File: src/rtl/uart_tx_word_arbiter.sv
// uart_tx_word_arbiter: round-robin share of one UART TX between two word producers, sent MSB-first byte by byte
// Ports: i_clock (negedge), i_reset (sync, active-high); req0/req1 valid/data in, ready pulse out;
//        o_tx_data/o_tx_start/i_tx_done to the UART TX; o_grant one-hot owner, o_busy, o_timeout.
// Optional: define TX_WORD_TIMEOUT_EN to add the SEND watchdog (TIMEOUT_CYCLES); otherwise o_timeout stays 0.
module uart_tx_word_arbiter #(
  parameter int N_BITS         = 8,
  parameter int NB_DATA        = 32,
  parameter int N_BYTES        = NB_DATA / N_BITS,
  parameter int NB_BYTE_CTR    = 2,
  parameter int TIMEOUT_CYCLES = 65535
) (
  input  logic               i_clock,
  input  logic               i_reset,
  input  logic               i_req0_valid,
  input  logic [NB_DATA-1:0] i_req0_data,
  output logic               o_req0_ready,
  input  logic               i_req1_valid,
  input  logic [NB_DATA-1:0] i_req1_data,
  output logic               o_req1_ready,
  output logic [N_BITS-1:0]  o_tx_data,
  output logic               o_tx_start,
  input  logic               i_tx_done,
  output logic [1:0]         o_grant,
  output logic               o_busy,
  output logic               o_timeout
);
  typedef enum logic [1:0] {IDLE, LOAD, SEND, GAP} state_t;
  if (NB_DATA != N_BYTES * N_BITS || (1 << NB_BYTE_CTR) < N_BYTES ||
      TIMEOUT_CYCLES < 1 || TIMEOUT_CYCLES > 65535) begin : g_bad_cfg
    $error("uart_tx_word_arbiter: inconsistent parameters");
  end
  state_t                 state_q;
  logic [NB_DATA-1:0]     word_q, win_data, shifted;
  logic [NB_BYTE_CTR-1:0] byte_cnt_q, byte_cnt_d;
  logic [N_BITS-1:0]      tx_data_q;
  logic [1:0]             grant_q;
  logic                   last_grant_q, last_byte_q, tx_start_q, ready0_q, ready1_q, timeout_q;
  logic                   pick0, pick1, last_cnt, wd_expire;
  // last_grant_q resets to 1 so the first tie favours requester 0
  assign pick0      = i_req0_valid & (~i_req1_valid | last_grant_q);
  assign pick1      = i_req1_valid & ~pick0;
  assign win_data   = grant_q[0] ? i_req0_data : i_req1_data;
  assign shifted    = word_q << (N_BITS * int'(byte_cnt_q));
  assign byte_cnt_d = byte_cnt_q + 1'b1;
  assign last_cnt   = byte_cnt_q == NB_BYTE_CTR'(N_BYTES - 1);
`ifdef TX_WORD_TIMEOUT_EN
  logic [15:0] wdog_q;
  assign wd_expire = wdog_q == 16'(TIMEOUT_CYCLES - 1);
  // held at zero outside SEND, so it restarts on every entry to SEND
  always_ff @(negedge i_clock)
    wdog_q <= (i_reset || state_q != SEND) ? '0 : wdog_q + 16'd1;
`else
  assign wd_expire = 1'b0;
`endif
  always_ff @(negedge i_clock) begin
    if (i_reset) begin
      state_q      <= IDLE;
      word_q       <= '0;
      byte_cnt_q   <= '0;
      last_grant_q <= 1'b1;
      last_byte_q  <= 1'b0;
      grant_q      <= '0;
      tx_data_q    <= '0;
      tx_start_q   <= 1'b0;
      ready0_q     <= 1'b0;
      ready1_q     <= 1'b0;
      timeout_q    <= 1'b0;
    end else begin
      ready0_q  <= 1'b0;
      ready1_q  <= 1'b0;
      timeout_q <= 1'b0;
      case (state_q)
        IDLE: if (pick0 | pick1) begin
          grant_q      <= {pick1, pick0};
          last_grant_q <= pick1;
          state_q      <= LOAD;
        end
        LOAD: begin
          word_q      <= win_data;
          ready0_q    <= grant_q[0];
          ready1_q    <= grant_q[1];
          byte_cnt_q  <= '0;
          last_byte_q <= 1'b0;
          tx_data_q   <= win_data[NB_DATA-1 -: N_BITS];
          tx_start_q  <= 1'b1;
          state_q     <= SEND;
        end
        SEND: if (i_tx_done) begin
          tx_start_q  <= 1'b0;
          last_byte_q <= last_cnt;
          if (!last_cnt) byte_cnt_q <= byte_cnt_d;
          state_q     <= GAP;
        end else if (wd_expire) begin
          tx_start_q <= 1'b0;
          timeout_q  <= 1'b1;
          grant_q    <= '0;
          byte_cnt_q <= '0;
          state_q    <= IDLE;
        end
        default: if (last_byte_q) begin
          grant_q    <= '0;
          byte_cnt_q <= '0;
          state_q    <= IDLE;
        end else begin
          tx_data_q  <= shifted[NB_DATA-1 -: N_BITS];
          tx_start_q <= 1'b1;
          state_q    <= SEND;
        end
      endcase
    end
  end
  assign o_req0_ready = ready0_q;
  assign o_req1_ready = ready1_q;
  assign o_tx_data    = tx_data_q;
  assign o_tx_start   = tx_start_q;
  assign o_grant      = grant_q;
  assign o_busy       = state_q != IDLE;
  assign o_timeout    = timeout_q;
endmodule

File: config.mk
export PLATFORM = sky130hd
export DESIGN_NAME = uart_tx_word_arbiter
export DESIGN_NICKNAME = d
export VERILOG_FILES = /design/src/rtl/uart_tx_word_arbiter.sv
export SDC_FILE = /design/constraint.sdc
export NUM_CORES = 1
export LEC_CHECK = 0
export BUFFER_PORTS_ARGS = -buffer_cell sky130_fd_sc_hd__buf_2
export CAP_MARGIN = 20
export CORE_ASPECT_RATIO = 0.7
export CORE_MARGIN = 2
export CORE_UTILIZATION = 55
export DETAILED_ROUTE_END_ITERATION = 12
export PLACE_DENSITY = 0.93
export SLEW_MARGIN = 20
export SYNTH_ARGS = -nofsm -noshare
export SYNTH_HDL_FRONTEND = slang
export SYNTH_SLANG_ARGS = --single-unit
File: constraint.sdc
create_clock -name i_clock -period 5.4 [get_ports i_clock]
set_clock_uncertainty 0.05 [all_clocks]
set_input_delay 1.08 -clock i_clock [delete_from_list [all_inputs] [get_ports i_clock]]
set_output_delay 1.08 -clock i_clock [all_outputs]
set_load 0.05 [all_outputs]
==> metrics.yaml <==
status: "finished, final reports clean"
drtIter0Drc: 288
synth_nets: 344
grt-ovfl-total: 0
clk_path_buf_depth: 2
numCtsBuffers: 5
root_buffer: "clkbuf_8"
detailed_place_hpwl_um: 4280
crit_arrival_ns: 4.16
io_buffers: 82
postLayoutCoreUtil: 0.734
io_pins: 84
routedWlPerCell_um: 14.5
finalNetCount: 460
die_h_um: 61.7
cts_tree: "built"
relSlewSlack: 0.431
syn_avg_cell_area_um2: 9.71
die_x_um: 86.4
cap_violations: 0
rows: 20
path_clk_slew_ns: 0.04
cts_sinks: 51
cts.hold.buffers_added: 0
hold_viol_final: 0
p_leak_nw: 1.56
drive_gt1_frac: 0.308
syn-instance-count: 269
diodes: 0
stdcell_count: 441
drc: 0
first_pass_iters: 7
grt_max_degree: 60
grt_pass1_wl_um: 9980
ir_drop_mv: 0.381
yosys_warnings: 0
syn_area_um2: 2610
rsz0062_at_grt: "no"
via_per_inst: 5.66
slew_viol_final: 0
yosysSeqAreaShare: 0.391
antenna_left: 0
path_class: "reg -> out"
ys_ff_latch: 51
grt_usage: 0.243
area_growth_pct: 25.2
clk_latency_ns: 0.39
cts_max_level: 2
place_congestion: 0.858
ys_types: 35
antenna_found_initial: 0
synth_edf_count: 0
start_util: 0.587
via_count: 2498
power.density_cell_area_nw_per_um2: 581
synthArstFlopShare: 0
finalSetupViolCount: 0
synth_ff_type: "dfxtp_1"
cp-start-kind: "register"
cp-end-kind: "output port"
min_path_type: "reg -> reg"
die_area_um2: 5330
required_ns: 4.27
dp_cells: 383
worstPathMaxFanout: 9
routed_wl_um: 6400
core-area_um2: 4450
worst_pin_slew_ns: 0.852
tns_ns: 0
grt_pass1_vias: 2291
[where the power goes]
group          internal [mW]  total, mW  switching [mW]
logic                  0.341      0.889           0.549
clock network          0.185      0.413           0.228
registers              0.514      0.598          0.0843
total                   1.04       1.90           0.861
[per-stage QoR]
step	setup slack (ns)	hold slack (ns)	total power [mW]	area, µm²
after floorplan	0.459	0.406	1.36	2610
after global placement	0.458	0.418	1.49	2960
after detailed placement	0.394	0.427	1.53	2960
after CTS	0.00713	0.436	1.89	3250
after global routing	0.00858	0.453	2.04	3270
final	0.108	0.432	1.90	3270
[layer usage]
| layer | up-vias | wire length [µm] | GRT usage |
|---|---|---|---|
| met5 | - | 0 | 0 |
| met4 | 0 | 47 | 0.0871 |
| met3 | 6 | 588 | 0.0992 |
| met2 | 135 | 2830 | 0.385 |
| met1 | 1132 | 2930 | 0.305 |
| li1 | 1225 | - | - |
[area by class of cell]
class / instances / area [µm²]
Tap cell: 55 / 68.8
Sequential cell: 51 / 1020
Inverter: 7 / 26.3
Timing Repair Buffer: 84 / 428
Clock inverter: 54 / 229
Clock buffer: 5 / 68.8
Fill cell: 319 / 1180
Multi-Input combinational cell: 185 / 1430
[cell usage in the layout, fill, tap and decap left out, types with 2 or more instances in the layout]
cell type / netlist / routed
a211oi_1: 33 / 33
a21oi_1: 14 / 14
a222oi_1: 8 / 8
and3_1: 3 / 3
buf_2: 5 / 81
buf_4: 6 / 2
clkbuf_8: 0 / 5
dfxtp_1: 51 / 49
dfxtp_2: 0 / 2
ha_1: 6 / 4
inv_1: 8 / 60
mux2_2: 23 / 23
mux2i_1: 33 / 33
nand2_1: 2 / 2
nand2b_1: 2 / 2
nand3_1: 2 / 2
nor2_1: 36 / 36
nor2b_1: 2 / 2
o21ai_0: 8 / 8
[cells by family (layout without fill, tap and decap cells)]
group | after synthesis | count (layout) | synth area share
and+or+nand+nor | 52 | 52 | 0.0891
buffers and inverters | 33 | 150 | 0.0690
DFF | 51 | 51 | 0.391
muxes | 57 | 57 | 0.231
AOI/OAI and AO/OA | 69 | 69 | 0.190
adders and majority gates | 6 | 6 | 0.0287
other | 1 | 1 | 0.00144
[final timing paths]
kind                                 from                        end  slack, ns  cells past startpoint
setup / recovery  state_q[1]$_SDFFE_NP0P_                     o_busy       0.11                      4
hold / removal     word_q[5]$_SDFFE_NP0N_     word_q[5]$_SDFFE_NP0N_       0.43                      2
setup reg to reg  state_q[0]$_SDFFE_NP0P_  o_tx_data[5]$_SDFFE_NP0P_       3.30                      5
hold reg to reg    word_q[5]$_SDFFE_NP0N_     word_q[5]$_SDFFE_NP0N_       0.43                      2
[registers in the layout, indices dropped and copies added (netlist names)]
signal and count:
o_grant 2, o_tx_start 1, word_q 32, last_grant_q 1
last_byte_q 1, byte_cnt_q 2, o_req0_ready 1, o_tx_data 8
state_q 2, o_req1_ready 1
[Yosys cell counts, types with 5 or more instances]
| master | instances | share of area |
|---|---|---|
| o21ai_0 | 8 | 0.015 |
| buf_2 | 5 | 0.0096 |
| nor2_1 | 36 | 0.052 |
| a211oi_1 | 33 | 0.095 |
| ha_1 | 6 | 0.029 |
| buf_4 | 6 | 0.017 |
| a222oi_1 | 8 | 0.031 |
| dfxtp_1 | 51 | 0.39 |
| clkbuf_1 | 7 | 0.010 |
| mux2i_1 | 33 | 0.13 |
| a21oi_1 | 14 | 0.027 |
| inv_1 | 8 | 0.011 |
| mux2_2 | 23 | 0.099 |
[critical path, stage by stage, from the launching register on]
cell,delay [ns]
dfxtp_1,0.34
inv_1,0.17
ha_2,0.30
inv_1,0.08
clkbuf_4,0.21
[timing repair]
item                                   CTS  global route
resized for setup                        0             3
endpoints found under the hold margin    0             0
setup buffers                            0             0
setup endpoints to repair                0             1
Power figures use the tool's default switching activity.
